$ cat src/rtl/fpu_scoreboard_pkg.sv
// ============================================================================
// fpu_scoreboard_pkg : shared types and helpers for the FP scoreboard
// Rev 1.0
// ============================================================================
`default_nettype none

package fpu_scoreboard_pkg;

    localparam int SB_TIMEOUT_DEFAULT = 64;

    typedef enum logic [1:0] {
        SB_IDLE = 2'd0,
        SB_BUSY = 2'd1,
        SB_KILL = 2'd2
    } sb_state_e;

    // A source operand collides with the outstanding destination.
    function automatic logic src_hit(input logic       en,
                                     input logic [4:0] addr,
                                     input logic [4:0] pend_addr);
        return en && (addr == pend_addr);
    endfunction

endpackage

`default_nettype wire

$ cat src/rtl/fpu_scoreboard_if.sv
// ============================================================================
// fpu_scoreboard_if : decode/execute side signals of the FP scoreboard
// Rev 1.0
// ============================================================================
`default_nettype none

interface fpu_scoreboard_if #(
    parameter int CNT_W = 8
);
    logic             issue_valid;
    logic             issue_multi;
    logic             issue_fwren;
    logic [4:0]       issue_waddr;
    logic             issue_frden1;
    logic             issue_frden2;
    logic             issue_frden3;
    logic [4:0]       issue_raddr1;
    logic [4:0]       issue_raddr2;
    logic [4:0]       issue_raddr3;
    logic             exe_ready;
    logic             flush;
    logic             stall;
    logic             busy;
    logic             wb_wren;
    logic [4:0]       wb_waddr;
    logic             pend_valid;
    logic [4:0]       pend_waddr;
    logic             timeout_err;
    logic [CNT_W-1:0] last_lat;

    modport master (
        output issue_valid, issue_multi, issue_fwren, issue_waddr,
               issue_frden1, issue_frden2, issue_frden3,
               issue_raddr1, issue_raddr2, issue_raddr3,
               exe_ready, flush,
        input  stall, busy, wb_wren, wb_waddr, pend_valid, pend_waddr,
               timeout_err, last_lat
    );

    modport slave (
        input  issue_valid, issue_multi, issue_fwren, issue_waddr,
               issue_frden1, issue_frden2, issue_frden3,
               issue_raddr1, issue_raddr2, issue_raddr3,
               exe_ready, flush,
        output stall, busy, wb_wren, wb_waddr, pend_valid, pend_waddr,
               timeout_err, last_lat
    );

endinterface

`default_nettype wire

$ cat src/rtl/fpu_scoreboard.sv
// ============================================================================
// fpu_scoreboard : hazard/occupancy tracker for the single multi-cycle FP op
// Rev 1.0
// ============================================================================
`default_nettype none

module fpu_scoreboard
    import fpu_scoreboard_pkg::*;
#(
    parameter int TIMEOUT = SB_TIMEOUT_DEFAULT,
    parameter int CNT_W   = 8
) (
    input  wire logic         clock,
    input  wire logic         reset,
    fpu_scoreboard_if.slave   sb
);

    localparam logic [CNT_W-1:0] c_cnt_max   = '1;
    localparam logic [CNT_W-1:0] c_wdog_last = CNT_W'(TIMEOUT - 1);

    sb_state_e        state_q, state_d;
    logic [CNT_W-1:0] cnt_q, cnt_d;
    logic             pend_valid_q, pend_valid_d;
    logic [4:0]       pend_waddr_q, pend_waddr_d;
    logic             timeout_err_q, timeout_err_d;
    logic [CNT_W-1:0] last_lat_q, last_lat_d;

    logic             w_raw;
    logic             w_waw;
    logic             w_struct;
    logic             w_stall;
    logic             w_accept;
    logic             w_wdog;
    logic             w_wb_wren;
    logic [CNT_W-1:0] w_cnt_inc;

    // Hazards look only at registered state so stall never depends on exe_ready.
    assign w_raw = pend_valid_q &
                   (src_hit(sb.issue_frden1, sb.issue_raddr1, pend_waddr_q) |
                    src_hit(sb.issue_frden2, sb.issue_raddr2, pend_waddr_q) |
                    src_hit(sb.issue_frden3, sb.issue_raddr3, pend_waddr_q));
    assign w_waw    = pend_valid_q & sb.issue_fwren & (sb.issue_waddr == pend_waddr_q);
    assign w_struct = (state_q != SB_IDLE) & sb.issue_multi;
    assign w_stall  = sb.issue_valid & (w_raw | w_waw | w_struct);

    assign w_accept  = sb.issue_valid & sb.issue_multi & ~w_stall & ~sb.flush;
    assign w_wdog    = (cnt_q == c_wdog_last) & ~sb.exe_ready;
    assign w_cnt_inc = (cnt_q == c_cnt_max) ? cnt_q : cnt_q + 1'b1;

    always_ff @(posedge clock) begin
        if (!reset) begin
            state_q       <= SB_IDLE;
            cnt_q         <= '0;
            pend_valid_q  <= 1'b0;
            pend_waddr_q  <= 5'd0;
            timeout_err_q <= 1'b0;
            last_lat_q    <= '0;
        end else begin
            state_q       <= state_d;
            cnt_q         <= cnt_d;
            pend_valid_q  <= pend_valid_d;
            pend_waddr_q  <= pend_waddr_d;
            timeout_err_q <= timeout_err_d;
            last_lat_q    <= last_lat_d;
        end
    end

    always_comb begin
        state_d       = state_q;
        cnt_d         = cnt_q;
        pend_valid_d  = pend_valid_q;
        pend_waddr_d  = pend_waddr_q;
        timeout_err_d = timeout_err_q;
        last_lat_d    = last_lat_q;
        w_wb_wren     = 1'b0;

        case (state_q)
            SB_IDLE: begin
                if (w_accept) begin
                    state_d      = SB_BUSY;
                    cnt_d        = '0;
                    pend_valid_d = sb.issue_fwren;
                    pend_waddr_d = sb.issue_waddr;
                end
            end
            SB_BUSY: begin
                cnt_d = w_cnt_inc;
                // Completion beats a same-cycle flush: the op predates the kill.
                if (sb.exe_ready) begin
                    w_wb_wren    = pend_valid_q;
                    last_lat_d   = w_cnt_inc;
                    pend_valid_d = 1'b0;
                    state_d      = SB_IDLE;
                end else if (w_wdog) begin
                    timeout_err_d = 1'b1;
                    pend_valid_d  = 1'b0;
                    state_d       = SB_IDLE;
                end else if (sb.flush) begin
                    pend_valid_d = 1'b0;
                    state_d      = SB_KILL;
                end
            end
            SB_KILL: begin
                cnt_d = w_cnt_inc;
                if (sb.exe_ready) begin
                    state_d = SB_IDLE;
                end else if (w_wdog) begin
                    timeout_err_d = 1'b1;
                    state_d       = SB_IDLE;
                end
            end
            default: begin
                state_d      = SB_IDLE;
                pend_valid_d = 1'b0;
            end
        endcase
    end

    assign sb.stall       = w_stall;
    assign sb.busy        = (state_q != SB_IDLE);
    assign sb.wb_wren     = w_wb_wren;
    assign sb.wb_waddr    = pend_waddr_q;
    assign sb.pend_valid  = pend_valid_q;
    assign sb.pend_waddr  = pend_waddr_q;
    assign sb.timeout_err = timeout_err_q;
    assign sb.last_lat    = last_lat_q;

endmodule

`default_nettype wire

$ cat src/flat_wrapper.sv
// flat-port wrapper written by rule: the top's interface ports become plain ports
module fpu_scoreboard_flat import fpu_scoreboard_pkg::*;
#(
    parameter int TIMEOUT = SB_TIMEOUT_DEFAULT,
    parameter int CNT_W   = 8
)
  (clock, reset, sb_issue_valid, sb_issue_multi, sb_issue_fwren, sb_issue_waddr, sb_issue_frden1, sb_issue_frden2, sb_issue_frden3, sb_issue_raddr1, sb_issue_raddr2, sb_issue_raddr3, sb_exe_ready, sb_flush, sb_stall, sb_busy, sb_wb_wren, sb_wb_waddr, sb_pend_valid, sb_pend_waddr, sb_timeout_err, sb_last_lat);
  fpu_scoreboard_if #(.CNT_W(CNT_W)) sb_i ();
  input  wire logic clock;
  input  wire logic reset;
  input wire logic [$bits(sb_i.issue_valid)-1:0] sb_issue_valid;
  input wire logic [$bits(sb_i.issue_multi)-1:0] sb_issue_multi;
  input wire logic [$bits(sb_i.issue_fwren)-1:0] sb_issue_fwren;
  input wire logic [$bits(sb_i.issue_waddr)-1:0] sb_issue_waddr;
  input wire logic [$bits(sb_i.issue_frden1)-1:0] sb_issue_frden1;
  input wire logic [$bits(sb_i.issue_frden2)-1:0] sb_issue_frden2;
  input wire logic [$bits(sb_i.issue_frden3)-1:0] sb_issue_frden3;
  input wire logic [$bits(sb_i.issue_raddr1)-1:0] sb_issue_raddr1;
  input wire logic [$bits(sb_i.issue_raddr2)-1:0] sb_issue_raddr2;
  input wire logic [$bits(sb_i.issue_raddr3)-1:0] sb_issue_raddr3;
  input wire logic [$bits(sb_i.exe_ready)-1:0] sb_exe_ready;
  input wire logic [$bits(sb_i.flush)-1:0] sb_flush;
  output wire logic [$bits(sb_i.stall)-1:0] sb_stall;
  output wire logic [$bits(sb_i.busy)-1:0] sb_busy;
  output wire logic [$bits(sb_i.wb_wren)-1:0] sb_wb_wren;
  output wire logic [$bits(sb_i.wb_waddr)-1:0] sb_wb_waddr;
  output wire logic [$bits(sb_i.pend_valid)-1:0] sb_pend_valid;
  output wire logic [$bits(sb_i.pend_waddr)-1:0] sb_pend_waddr;
  output wire logic [$bits(sb_i.timeout_err)-1:0] sb_timeout_err;
  output wire logic [$bits(sb_i.last_lat)-1:0] sb_last_lat;
  assign sb_i.issue_valid = sb_issue_valid;
  assign sb_i.issue_multi = sb_issue_multi;
  assign sb_i.issue_fwren = sb_issue_fwren;
  assign sb_i.issue_waddr = sb_issue_waddr;
  assign sb_i.issue_frden1 = sb_issue_frden1;
  assign sb_i.issue_frden2 = sb_issue_frden2;
  assign sb_i.issue_frden3 = sb_issue_frden3;
  assign sb_i.issue_raddr1 = sb_issue_raddr1;
  assign sb_i.issue_raddr2 = sb_issue_raddr2;
  assign sb_i.issue_raddr3 = sb_issue_raddr3;
  assign sb_i.exe_ready = sb_exe_ready;
  assign sb_i.flush = sb_flush;
  assign sb_stall = sb_i.stall;
  assign sb_busy = sb_i.busy;
  assign sb_wb_wren = sb_i.wb_wren;
  assign sb_wb_waddr = sb_i.wb_waddr;
  assign sb_pend_valid = sb_i.pend_valid;
  assign sb_pend_waddr = sb_i.pend_waddr;
  assign sb_timeout_err = sb_i.timeout_err;
  assign sb_last_lat = sb_i.last_lat;
  fpu_scoreboard #(.TIMEOUT(TIMEOUT), .CNT_W(CNT_W)) u_core (.clock(clock), .reset(reset), .sb(sb_i));
endmodule
$ cat config.mk
export PLATFORM = sky130hd
export DESIGN_NAME = fpu_scoreboard_flat
export DESIGN_NICKNAME = d
export VERILOG_FILES = /design/src/rtl/fpu_scoreboard_pkg.sv /design/src/rtl/fpu_scoreboard_if.sv /design/src/rtl/fpu_scoreboard.sv /design/src/flat_wrapper.sv
export SDC_FILE = /design/constraint.sdc
export NUM_CORES = 1
export LEC_CHECK = 0
export BUFFER_PORTS_ARGS = -buffer_cell sky130_fd_sc_hd__clkbuf_2
export CAP_MARGIN = 0
export CORE_ASPECT_RATIO = 1.25
export CORE_MARGIN = 8
export CORE_UTILIZATION = 46
export CTS_CLUSTER_SIZE = 16
export DETAILED_ROUTE_END_ITERATION = 7
export PLACE_DENSITY_LB_ADDON = 0.25
export RECOVER_POWER = 25
export SLEW_MARGIN = 20
export SYNTH_ARGS = -nofsm -noshare
export SYNTH_HDL_FRONTEND = slang
export SYNTH_SLANG_ARGS = --single-unit
$ cat constraint.sdc
create_clock -name clock -period 2.2 [get_ports clock]
set_clock_uncertainty 0.15 [all_clocks]
set_input_delay 0.11 -clock clock [delete_from_list [all_inputs] [get_ports clock]]
set_output_delay 0.11 -clock clock [all_outputs]
set_load 0.01 [all_outputs]
==> results by group <==
Pwr
  – Peak supply drop: approximately 0.00027 V
  – P_sw: ~0.27 mW
  – Internal: 0.678 mW
  – Leakage: between 1 and 1.5 nW
  – Tot Pwr: 0.948 mW
  – Seq pwr share: 0.494
  – Switching Fraction: 0.284
  – Power density cells: 411 nW/um^2
  – Clock share of power: 0.298
  – Combinational Power Share: 0.209

STA
  – Max-slew violations: 0
  – Final hold vios: 0
  – Fmax: 446 MHz
  – Worst setup margin: -0.0444 ns
  – # setup viols final: 2
  – Setup_tns: -0.0564 ns
  – Post-layout min period: 2.24 ns
  – Worst slew pin tran: 0.422 ns
  – Final cycle utilization of the critical path: 1.02
  – RSZ-0062 raised after global routing: true
  – Worst slew margin: 0.719

Placed design
  – PortBufs: 52
  – Placed Cells: just under 300
  – Final GP Congestion: around 0.87
  – Final HPWL from detailed placement: 3800 um

GRT
  – Vias in the first global route: roughly 1800
  – Antenna violations before repair: 0
  – Total track usage: 0.171
  – Grt total ovfl: 0
  – Largest net degree at the start of global routing: 23
  – Global-route wire length before repair: around 8500 um

Critical path
  – Crit start category: register
  – Crit-path slowest cell: dfxtp_4
  – Crit path top cell by count: buf_4
  – Crit. End Element: output port
  – Critical Path Max Stage Delay: 0.38 ns
  – Critical Path AT: around 2.0 ns
  – Required time of the critical path: 1.94 ns
  – Critical path, cell by cell: buf_4, xor2_2, nor4_2, and3_4, o41ai_4, buf_4, a21boi_1, clkbuf_2
  – Crit Path Max Fanout: 6
  – Critical setup path kind: reg -> out

Status
  – Status: complete, but fails checks
  – Failing checks: setup timing

Cells and area
  – # fillers: 303
  – Area growth syn-to-layout: 37.5%
  – Fin cells: between 300 and 400
  – Fin nets: around 310
  – Antenna diodes: 0
  – Fraction of layout cells with a size suffix above 1: 0.372

Logic synthesis
  – Synth area leaders: dfxtp_1 (30%), xor2_1 (9.4%), nand2_1 (4.9%)
  – EDFF count, synth: 0
  – Post-synth top flop: dfxtp_1
  – Cells after synthesis: around 210
  – Sequential share of the synthesized area: 0.299
  – Synth warn: 0
  – #FFs+latches synth: 25
  – Synth unique cells: 45
  – Cell taking the most area after synthesis: dfxtp_1
  – Avg Synthesized Cell Area: 8.14 um^2
  – Top cell type's share of synthesized area: 0.299
  – Async SR Flop Fraction: 0
  – Cell area after synthesis: around 1700 um^2
  – Count leader, synth: dfxtp_1
  – Synthesized Nets: 240
  – Synth cell count leaders: dfxtp_1 (25), nand2_1 (22), xor2_1 (18), a21oi_1 (12), nand3_1 (11)

Clock network
  – Clk_lat worst skew: between 0.2 and 0.3 ns
  – CTS tree: yes
  – Clk buf depth: 2
  – Clk sinks: 25
  – Total CTS buffers: 3
  – Max H-tree Level: 1
  – Clk pin slew, worst setup/hold paths: roughly 0.09 ns
  – CTS Root Cell: clkbuf_8

Drt
  – Routed wire length: between 5000 and 6000 um
  – TritonRoute pass-1 iters: 4
  – Initial DRC Count: 70
  – DRC violations left: 0
  – Post-DR vias/cell: about 5.5
  – Final antenna-violating net count: 0
  – WL per Instance: between 15 and 20 um
  – Vias: between 1500 and 2000

Die
  – Die Span X: about 70 um
  – Initial Utilization: 0.481
  – Row count: 24
  – Core Area: 3480 um^2
  – Die area: 5850 um^2
  – Die Y: 83.5 um
  – Boundary Pins: 53

Flow run
  – MaxCap Viol Count: 0

Worst hold path
  – Hold Path Class: in -> reg
worst max-delay path: cells and delay by family, from the launching register on:
kind	cells	cell delay [ns]
compound gates	2	0.20
xor+xnor	1	0.14
buf+inv	3	0.47
flops	1	0.38
simple gates	2	0.52
logic make-up (layout without fill, tap and decap cells):
kind of cell,Yosys count,after routing,synth area share
DFF,25,25,0.299
AOI/OAI and AO/OA,55,55,0.231
xor gates and xnor gates,23,23,0.120
buffers and inverters,24,92,0.0910
adders and majority gates,4,4,0.0299
and+or+nand+nor,75,75,0.229
worst paths after layout:
check,from,to,slack (ns),cells after the start
setup reg to reg,u_core.sb.pend_waddr[0],u_core.cnt_q[3],-0.01,7
hold reg to reg,u_core.sb.last_lat[0],u_core.sb.last_lat[0],0.31,2
setup / recovery,u_core.sb.pend_waddr[4],sb_stall,-0.04,8
hold / removal,sb_flush,u_core.state_q[1],0.008,3
metrics by stage:
step / worst slack, ns / hold WS, ns / cell area [um^2] / util
global route: -0.145 / 0.0145 / 2300 / 0.662
finish: -0.0444 / 0.00847 / 2300 / 0.662
CTS: -0.00138 / 0.00121 / 2190 / 0.628
floorplan: -0.0414 / 0.0851 / 1690 / -
global placement: 0.0482 / 0.199 / 1980 / 0.568
detailed placement: -0.00189 / 0.210 / 1980 / 0.568
placed cells by master, fill, tap and decap left out, types with 2 or more instances in the layout:
master | netlist | layout
a21boi_1 | 0 | 2
nand4_1 | 7 | 7
nand2_1 | 22 | 22
and2_1 | 2 | 2
dfxtp_4 | 0 | 5
a21oi_1 | 12 | 11
buf_6 | 5 | 4
xnor2_1 | 5 | 4
and3_1 | 8 | 8
inv_1 | 5 | 5
dfxtp_1 | 25 | 20
a41oi_1 | 2 | 2
clkbuf_1 | 5 | 9
nor2_1 | 10 | 10
a21boi_0 | 4 | 2
xor2_2 | 0 | 8
buf_4 | 6 | 20
clkbuf_2 | 0 | 43
ha_1 | 4 | 4
nor4_1 | 5 | 3
o21a_1 | 3 | 3
dlygate4sd3_1 | 0 | 7
xor2_1 | 18 | 10
nand3_2 | 0 | 3
nand3_1 | 11 | 8
o21ai_0 | 10 | 7
nor2b_1 | 4 | 4
a21o_1 | 2 | 2
o21ai_2 | 0 | 2
nor4_2 | 0 | 2
clkbuf_8 | 0 | 3
o21ai_1 | 6 | 7
repair_timing:
| item | 4_1_cts | 5_1_grt |
|---|---|---|
| setup buffers | 5 | 3 |
| setup endpoints to repair | 3 | 14 |
| hold buffers | 7 | 0 |
| gates resized for setup | 12 | 23 |
| endpoints found under the hold margin | 6 | 0 |
| pin swaps | 5 | 9 |
layer usage:
metal | track usage | wire length, um | vias to the layer above
met5 | 0 | 0 | -
met4 | 0.0696 | 104 | 0
met3 | 0.0393 | 250 | 8
met2 | 0.321 | 2820 | 47
met1 | 0.173 | 2040 | 821
li1 | - | - | 861
state kept, by name (all words and copies together), names as in the netlist:
name,flops
u_core.sb.timeout_err,1
u_core.sb.pend_valid,1
u_core.state_q,2
u_core.sb.last_lat,8
u_core.sb.pend_waddr,5
u_core.cnt_q,8
final cells by class:
class / instances / area [um^2] / area share
Multi-Input combinational cell: 157 / 1150 / 0.501
Clock inverter: 1 / 7.51 / 0.00326
Timing Repair Buffer: 83 / 514 / 0.223
Sequential cell: 25 / 519 / 0.225
Inverter: 5 / 18.8 / 0.00814
Tap cell: 39 / 48.8 / 0.0212
Clock buffer: 3 / 41.3 / 0.0179
power by group through the flow:
stage / Combinational (mW) / Sequential, mW / Clock [mW]
6_report: 0.198 / 0.468 / 0.282
3_3_place_gp: 0.157 / 0.482 / 0
4_1_cts: 0.178 / 0.467 / 0.291
2_1_floorplan: 0.0992 / 0.480 / 0
5_1_grt: 0.216 / 0.470 / 0.306
3_5_place_dp: 0.157 / 0.482 / 0
(Power assumes the default switching activity.)
